[config.mk]
export PLATFORM = sky130hd
export DESIGN_NAME = image_loader
export DESIGN_NICKNAME = d
export VERILOG_FILES = /design/src/rtl/img_pkg.sv /design/src/rtl/image_loader.sv
export SDC_FILE = /design/constraint.sdc
export NUM_CORES = 1
export LEC_CHECK = 0
export CAP_MARGIN = 15
export CORE_AREA = 2 2 84 86
export CTS_CLUSTER_SIZE = 14
export DETAILED_ROUTE_END_ITERATION = 10
export DIE_AREA = 0 0 86 88
export PLACE_DENSITY_LB_ADDON = 0.08
export SETUP_SLACK_MARGIN = 0.5
export SLEW_MARGIN = 5
export SYNTH_ARGS = -nofsm -noshare
export SYNTH_HDL_FRONTEND = slang
export SYNTH_SLANG_ARGS = --single-unit
[constraint.sdc]
create_clock -name clk -period 1.8 [get_ports clk]
set_input_delay 0.27 -clock clk [delete_from_list [all_inputs] [get_ports clk]]
set_output_delay 0.27 -clock clk [all_outputs]
set_load 0.01 [all_outputs]
[src/rtl/img_pkg.sv]
// Shared definitions for the simple image processor front end.
// Holds default image geometry, the frame size / pad address constants
// used by both the loader and the processing controller, and the loader
// state type.
package img_pkg;

    localparam int IMG_WIDTH  = 128;
    localparam int IMG_HEIGHT = 128;
    localparam int IMG_PIX_W  = 24;

    // Pixel count of a default frame; also the address of the zero pad pixel.
    localparam int          IMG_SIZE     = IMG_WIDTH * IMG_HEIGHT;
    localparam logic [31:0] IMG_PAD_ADDR = 32'(IMG_SIZE);

    typedef enum logic [1:0] {
        ST_IDLE = 2'd0,
        ST_LOAD = 2'd1,
        ST_PAD  = 2'd2,
        ST_DONE = 2'd3
    } loader_state_t;

    // Pad location for an arbitrary geometry: one past the last pixel.
    function automatic logic [31:0] pad_addr(input int width, input int height);
        return 32'(width * height);
    endfunction

endpackage

[src/rtl/image_loader.sv]
// image_loader: writes a raster-order RGB pixel stream into the input image
// memory at y*WIDTH+x, optionally follows with a zero pad pixel at address
// SIZE, then raises load_done for the processing controller.
// Optional feature macro: IMAGE_LOADER_PAD_EN (enables the PAD state and the
// zero write at address SIZE; without it LOAD goes straight to DONE).
module image_loader
    import img_pkg::*;
#(
    parameter int WIDTH  = IMG_WIDTH,
    parameter int HEIGHT = IMG_HEIGHT,
    parameter int PIX_W  = IMG_PIX_W
) (
    input  logic             clk,
    input  logic             rst,
    input  logic             start,
    input  logic             in_valid,
    input  logic [PIX_W-1:0] in_data,
    input  logic             in_last,
    output logic             in_ready,
    output logic             wr_en,
    output logic [31:0]      wr_addr,
    output logic [PIX_W-1:0] wr_data,
    output logic             busy,
    output logic             load_done,
    output logic             err
);

    localparam int                SIZE     = WIDTH * HEIGHT;
    localparam int                CNT_W    = $clog2(SIZE + 1);
    localparam logic [CNT_W-1:0]  CNT_LAST = CNT_W'(SIZE - 1);
    localparam logic [31:0]       PAD_ADDR = pad_addr(WIDTH, HEIGHT);

    // State following the final accepted beat of a frame.
`ifdef IMAGE_LOADER_PAD_EN
    localparam loader_state_t ST_AFTER_LOAD = ST_PAD;
`else
    localparam loader_state_t ST_AFTER_LOAD = ST_DONE;
`endif

    loader_state_t     r_state;
    loader_state_t     w_state_next;
    logic [CNT_W-1:0]  r_cnt;
    logic              r_wr_en;
    logic [31:0]       r_wr_addr;
    logic [PIX_W-1:0]  r_wr_data;
    logic              r_load_done;
    logic              r_err;
    logic              w_in_ready;
    logic              w_busy;
    logic              w_accept;
    logic              w_at_last_pos;
    logic              w_frame_end;
    logic              w_start_ok;

    assign w_accept      = in_valid && w_in_ready;
    assign w_at_last_pos = (r_cnt == CNT_LAST);
    // Either an explicit last beat or the final pixel position closes the frame.
    assign w_frame_end   = w_accept && (in_last || w_at_last_pos);
    assign w_start_ok    = start && ((r_state == ST_IDLE) || (r_state == ST_DONE));

    // State register with synchronous active-low reset.
    always_ff @(posedge clk) begin
        if (!rst) begin
            r_state <= ST_IDLE;
        end else begin
            r_state <= w_state_next;
        end
    end

    // Next-state decode; start is only honoured in IDLE and DONE.
    always_comb begin
        w_state_next = r_state;
        case (r_state)
            ST_IDLE: begin
                if (start) begin
                    w_state_next = ST_LOAD;
                end else begin
                    w_state_next = ST_IDLE;
                end
            end
            ST_LOAD: begin
                if (w_frame_end) begin
                    w_state_next = ST_AFTER_LOAD;
                end else begin
                    w_state_next = ST_LOAD;
                end
            end
            ST_PAD: begin
                w_state_next = ST_DONE;
            end
            ST_DONE: begin
                if (start) begin
                    w_state_next = ST_LOAD;
                end else begin
                    w_state_next = ST_DONE;
                end
            end
            default: begin
                w_state_next = ST_IDLE;
            end
        endcase
    end

    // State-decoded outputs: ready only while loading, busy through the pad cycle.
    always_comb begin
        w_in_ready = 1'b0;
        w_busy     = 1'b0;
        case (r_state)
            ST_LOAD: begin
                w_in_ready = 1'b1;
                w_busy     = 1'b1;
            end
            ST_PAD: begin
                w_in_ready = 1'b0;
                w_busy     = 1'b1;
            end
            default: begin
                w_in_ready = 1'b0;
                w_busy     = 1'b0;
            end
        endcase
    end

    // Pixel counter, registered write port, sticky error and done flags.
    always_ff @(posedge clk) begin
        if (!rst) begin
            r_cnt       <= '0;
            r_wr_en     <= 1'b0;
            r_wr_addr   <= 32'd0;
            r_wr_data   <= '0;
            r_load_done <= 1'b0;
            r_err       <= 1'b0;
        end else begin
            r_wr_en <= 1'b0;
            if (w_start_ok) begin
                r_cnt       <= '0;
                r_load_done <= 1'b0;
                r_err       <= 1'b0;
            end else if (w_accept) begin
                r_wr_en   <= 1'b1;
                r_wr_addr <= 32'(r_cnt);
                r_wr_data <= in_data;
                r_cnt     <= r_cnt + CNT_W'(1);
                // Length mismatch: last flagged early, or frame full without last.
                if (in_last != w_at_last_pos) begin
                    r_err <= 1'b1;
                end else begin
                    r_err <= r_err;
                end
`ifdef IMAGE_LOADER_PAD_EN
            end else if (r_state == ST_PAD) begin
                r_wr_en   <= 1'b1;
                r_wr_addr <= PAD_ADDR;
                r_wr_data <= '0;
`endif
            end else if (r_state == ST_DONE) begin
                r_load_done <= 1'b1;
            end else begin
                r_cnt <= r_cnt;
            end
        end
    end

    assign in_ready  = w_in_ready;
    assign busy      = w_busy;
    assign wr_en     = r_wr_en;
    assign wr_addr   = r_wr_addr;
    assign wr_data   = r_wr_data;
    assign load_done = r_load_done;
    assign err       = r_err;

endmodule

# After elaboration in Yosys (flattened, before gate mapping)
# Index checks and enable logic that the tools add are counted.
dict set report classes {
  n_eq_ne 5
  mux 7
  reduce_logical 11
  addsub 1
  bitwise 3
}
# op n
set ops {}
lappend ops {{$add A15 B1 Y15 const B} 1}
lappend ops {{$eq A15 B14 Y1 const B} 1}
lappend ops {{$pmux W2 S4} 1}
lappend ops {{$reduce_and A2 Y1} 3}
lappend ops {{$eq A2 B2 Y1 const B} 2}
lappend ops {{$mux W1} 4}
lappend ops {{$mux W2} 2}
lappend ops {{$reduce_or A2 Y1} 2}
lappend ops {{$logic_and A1 B1 Y1} 3}
lappend ops {{$not A1 Y1} 3}
lappend ops {{$eq A2 B1 Y1 const B} 1}
lappend ops {{$logic_not A2 Y1} 1}
lappend ops {{$logic_or A1 B1 Y1} 2}
lappend ops {{$ne A1 B1 Y1} 1}
dict set report word_totals {
  elab_cells 34
  in_bits 29
  out_inout_bits 61
  regBits 59
}

# Logic depth before layout (Yosys ltp)
dict set report depth {
  depth_word 6
  ltp_mapped 8
  mapped_depth_nobuf 6
}

# Least setup slack after synthesis
# No wires, ideal clock.
dict set report synth_path {
  path_kind {register to register}
  startpoint {register r_cnt[3]}
  endpoint {register r_err (netlist: err)}
  setup_slack_ns 0.026
  required_time_ns 1.683
  path_stages_with_launch 6
  period_less_slack_ns 1.774
  arrival_time_ns 1.657
  setup_time_ns 0.117
  path_buffers 1
  cell_sequence {dfxtp_1 -> nand4_1 -> buf_2 -> or4_1 -> ha_1 -> a32o_1}
}
dict set report synth_between {
  elab_chain_cells 3
}
# item line
set synth_lines {}
lappend synth_lines {{start, declared} image_loader.sv:42} ;# logic [CNT_W-1:0] r_cnt;
lappend synth_lines {{start signal, assigned} image_loader.sv:143} ;# r_cnt <= r_cnt + CNT_W'(1);
lappend synth_lines {{start signal, assigned} image_loader.sv:159} ;# r_cnt <= r_cnt;
lappend synth_lines {{$eq A15 B14 Y1} image_loader.sv:56} ;# assign w_at_last_pos = (r_cnt == CNT_LAST);
lappend synth_lines {{$ne A1 B1 Y1} image_loader.sv:145} ;# if (in_last != w_at_last_pos) begin
lappend synth_lines {{$reduce_and A2 Y1 (no line)} -}
lappend synth_lines {{end signal, assigned} image_loader.sv:148} ;# r_err <= r_err;
lappend synth_lines {{end, declared} image_loader.sv:47} ;# logic r_err;
# Every way passes these cells.
# A chain may end at the register's enable or synchronous reset.

# Worst setup path after layout
dict set report layout_path {
  startpoint {register r_state[0]}
  endpoint {register r_wr_data[11] (netlist: wr_data[11])}
}
dict set report layout_between {
  elab_chain_cells 5
  elab_cells_between_ends 9
  cone_classes {eq/ne (2); mux (1); bitwise (1); reduce/logical (5)}
}
# item line
set layout_lines {}
lappend layout_lines {{start, declared} image_loader.sv:40} ;# loader_state_t r_state;
lappend layout_lines {{start signal, assigned} image_loader.sv:66} ;# r_state <= w_state_next;
lappend layout_lines {{$eq A2 B2 Y1 or $logic_not A2 Y1 (tied branches)} image_loader.sv:59} ;# assign w_start_ok = start && ((r_state == ST_IDLE) || (r_state == ST_DONE));
lappend layout_lines {{$logic_or A1 B1 Y1} image_loader.sv:59}
lappend layout_lines {{$logic_and A1 B1 Y1} image_loader.sv:59}
lappend layout_lines {{$not A1 Y1 (no line)} -}
lappend layout_lines {{$reduce_and A2 Y1 (no line) *} -}
lappend layout_lines {{end signal, assigned} image_loader.sv:142} ;# r_wr_data <= in_data;
lappend layout_lines {{end, declared} image_loader.sv:45} ;# logic [PIX_W-1:0] r_wr_data;
# Every way passes the cells marked *; elsewhere a longest branch is shown, timed or not.

==> results.cfg <==
[detailed_routing]
routed_wl_mm = 8.89
wire_per_inst_um = 17.6
m1WireLength_mm = 3.79
wl_met2_mm = 4.41
drtIter0Drc = 181
drc = 0
antenna_left = 0
via_per_inst = 5.42
vias = 2743
wl_met3_um = 527
first_pass_iters = 4
top_layer_used = met4

[global_routing]
grt_max_degree = 41
grt.total_usage_pct = 22.2
antenna_found_initial = 0
grt.overflow.total = 0
first_global_vias = 2540
grt_pass1_wl_mm = 12.9

[floorplanning]
chipHeight_um = 88
num_rows = 30
initial_core_util_pct = 40.3
dieArea_um2 = 7570
die_w_um = 86
boundaryPins = 90
core_area_um2 = 6640

[power]
power_density_nw_per_um2 = 667
swShare_pct = 26.0
power_mw = 3.02
p_int_mw = 2.24
peakVddDrop_uv = 397
p_clk_share_pct = 36.5
power_switching_mw = 0.786
power_frac_seq_pct = 44.5
leakagePower_nw = 1.87
p_comb_share_pct = 19.0

[yosys]
ys_top_cells_by_count = dfxtp_1 (59), nand3_1 (47), o21ai_0 (43)
postSynthAreaPerCell_um2 = 8.73
yosys.cell_types.count = 32
synth_edf_count = 0
yosys_register_bits = 59
syn_area_um2 = 2680
synth_top_area_cell = dfxtp_1
synth_cells = 307
synth-main-ff-cell = dfxtp_1
synth.top_cell.area_share_pct = 44.1
yosysWarnings = 0
synth-async-reset-ratio_pct = 0
seq_area_frac_synth_pct = 44.1
yosysMostFrequentCell = dfxtp_1
synth.top_cells.by_area = dfxtp_1 (44%), a21boi_0 (10%), nand3_1 (8.8%)

[critical_path]
crit_type = flip-flop to flip-flop
critical_path.cell_chain = inv_4 > ha_4 > and2b_4 > buf_4 > buf_6 > buf_16 > o21ai_1 > a21boi_0
r2r_slack_ps = 180
cp.required_ps = 2040
r2r_cells = 8
r2r-start = r_state[0]
crit_family = buffers and inverters
endpoint_kind = flip-flop
cpPeakStageDelay_ps = 360
worst-path-max-fanout = 5
r2r-end = wr_data[11]
cp-start-kind = flip-flop
cp.arrival_ps = 1860
cp_num_buf_inv = 4
worst_path_max_delay_cell = dfxtp_4

[final_layout]
layout-drive-gt1-share_pct = 34.0
fin_nets = 457
n_fill_cell = 532
num_antenna_cells = 0
syn2layout_area_growth_pct = 69.2
fin_cells = 506
multi_input_area_um2 = 1590
regArea_um2 = 1200

[clock_network]
h-tree-depth = 3
clock_path_buffers = 2
cts_made_buffers = 9
path_clk_slew_ps = 60
cts_root_buffer = clkbuf_8
cts_tree = done
clkLatencyLatePin_ps = 330
cts_sinks = 59

[placement]
gp_congestion = 0.814
dp.cells = 452
io_buffers = 72
place_hpwl_mm = 4.43

[timing]
setup_violations = 0
hold_viol = 0
timing.fmax_mhz = 617
fin_hold_ws_ps = 454
fin_skew_ps = 5.67
rsz0062_at_grt = yes
period_share_pct = 90.1
setup_tns_ps = 0
finalMaxSlewViolations = 0
post-route-min-period_ps = 1620

[hold_path]
holdCritStartpoint = wr_data[20]
hold_path_end = wr_data[20]
hold_depth = 2
hold_class = flip-flop to flip-flop

[run]
maxCapViolCount = 0

[outcome]
outcome = finished, final reports clean
## per-stage QoR
step / setup slack, ps / utilization, % / area [um2]
floorplan: 139 / - / 2860
global placement: 116 / 53.5 / 3560
detailed placement: 91.2 / 53.5 / 3560
CTS: 171 / 65.0 / 4320
global route: 132 / 68.2 / 4530
finish: 178 / 68.2 / 4530
## how the worst max path moves through the flow
| stage | startpoint | to | slack, ps | depth (start not counted) |
|---|---|---|---|---|
| 2_1_floorplan | r_cnt[2] | err | 140 | 5 |
| 3_3_place_gp | in_valid | r_cnt[6] | 120 | 5 |
| 3_5_place_dp | in_valid | r_cnt[4] | 90 | 5 |
| 4_1_cts | r_cnt[1] | err | 170 | 5 |
| 5_1_grt | r_state[0] | wr_data[6] | 130 | 7 |
| 6_report | r_state[0] | wr_data[11] | 180 | 8 |
## routing by layer
metal | vias to the layer above | GRT usage, %
li1 | 1310 | -
met1 | 1324 | 27.7
met2 | 90 | 37.4
met3 | 19 | 5.47
met4 | 0 | 7.79
met5 | - | 0
## worst register-to-register path, stage by stage (launching register included)
cell	delay, ps
dfxtp_4	360
inv_4	40
ha_4	230
and2b_4	280
buf_4	120
buf_6	110
buf_16	120
o21ai_1	50
a21boi_0	230
## timing repair
item	CTS	global route
buffers inserted	18	10
pin swaps	31	18
cloned	9	2
gates resized for setup	136	32
hold buffers	0	0
setup endpoints to repair	101	60
## cell type report
type / count / share of cell area, %
inverter: 7 / 0.690
tap: 80 / 2.21
clock inverter: 2 / 0.221
clock buffer: 13 / 3.73
timing repair buffer: 131 / 31.4
multi-input combinational: 214 / 35.1
sequential: 59 / 26.6
## state kept, by name, indices dropped and copies added (netlist names)
| name | count |
|---|---|
| wr_data | 24 |
| r_cnt | 15 |
| wr_addr | 15 |
| r_state | 2 |
| err | 1 |
| load_done | 1 |
| wr_en | 1 |
## power groups by stage
| stage | Sequential (mW) | Combinational [mW] | Clock [mW] |
|---|---|---|---|
| after detailed placement | 1.38 | 0.349 | 0 |
| after floorplan | 1.38 | 0.215 | 0 |
| after global placement | 1.37 | 0.349 | 0 |
| after global routing | 1.35 | 0.606 | 1.18 |
| after CTS | 1.35 | 0.524 | 1.11 |
| final | 1.34 | 0.575 | 1.10 |
## placed cells by master (no fill, tap or decap), types with 3 or more instances in the layout
cell,instances
a21boi_0,9
a21boi_1,31
a21oi_1,8
a21oi_2,3
buf_12,6
buf_16,8
buf_4,28
buf_6,16
clkbuf_8,12
clkdlybuf4s50_1,28
conb_1,17
dfxtp_1,47
dfxtp_2,9
dfxtp_4,3
dlygate4sd2_1,41
ha_4,4
inv_1,5
mux2i_1,4
nand2_1,6
nand3_1,45
nand3b_1,5
nand4_1,3
nor2_1,4
nor4_4,3
o21ai_0,5
o21ai_1,8
o21ai_2,30
or3_1,4
or4_4,3
## logic make-up (layout without fill, tap and decap cells)
logic type	after synthesis	after routing	share of synthesized area, %
xor+xnor	2	2	0.654
fa+ha+maj	6	6	2.80
other cells	1	17	0.140
flops	59	59	44.1
mux	4	4	1.49
buf+inv	50	153	9.81
compound gates	99	99	22.9
simple gates	86	86	18.1
No activity file was read; power rests on OpenSTA's default activity.
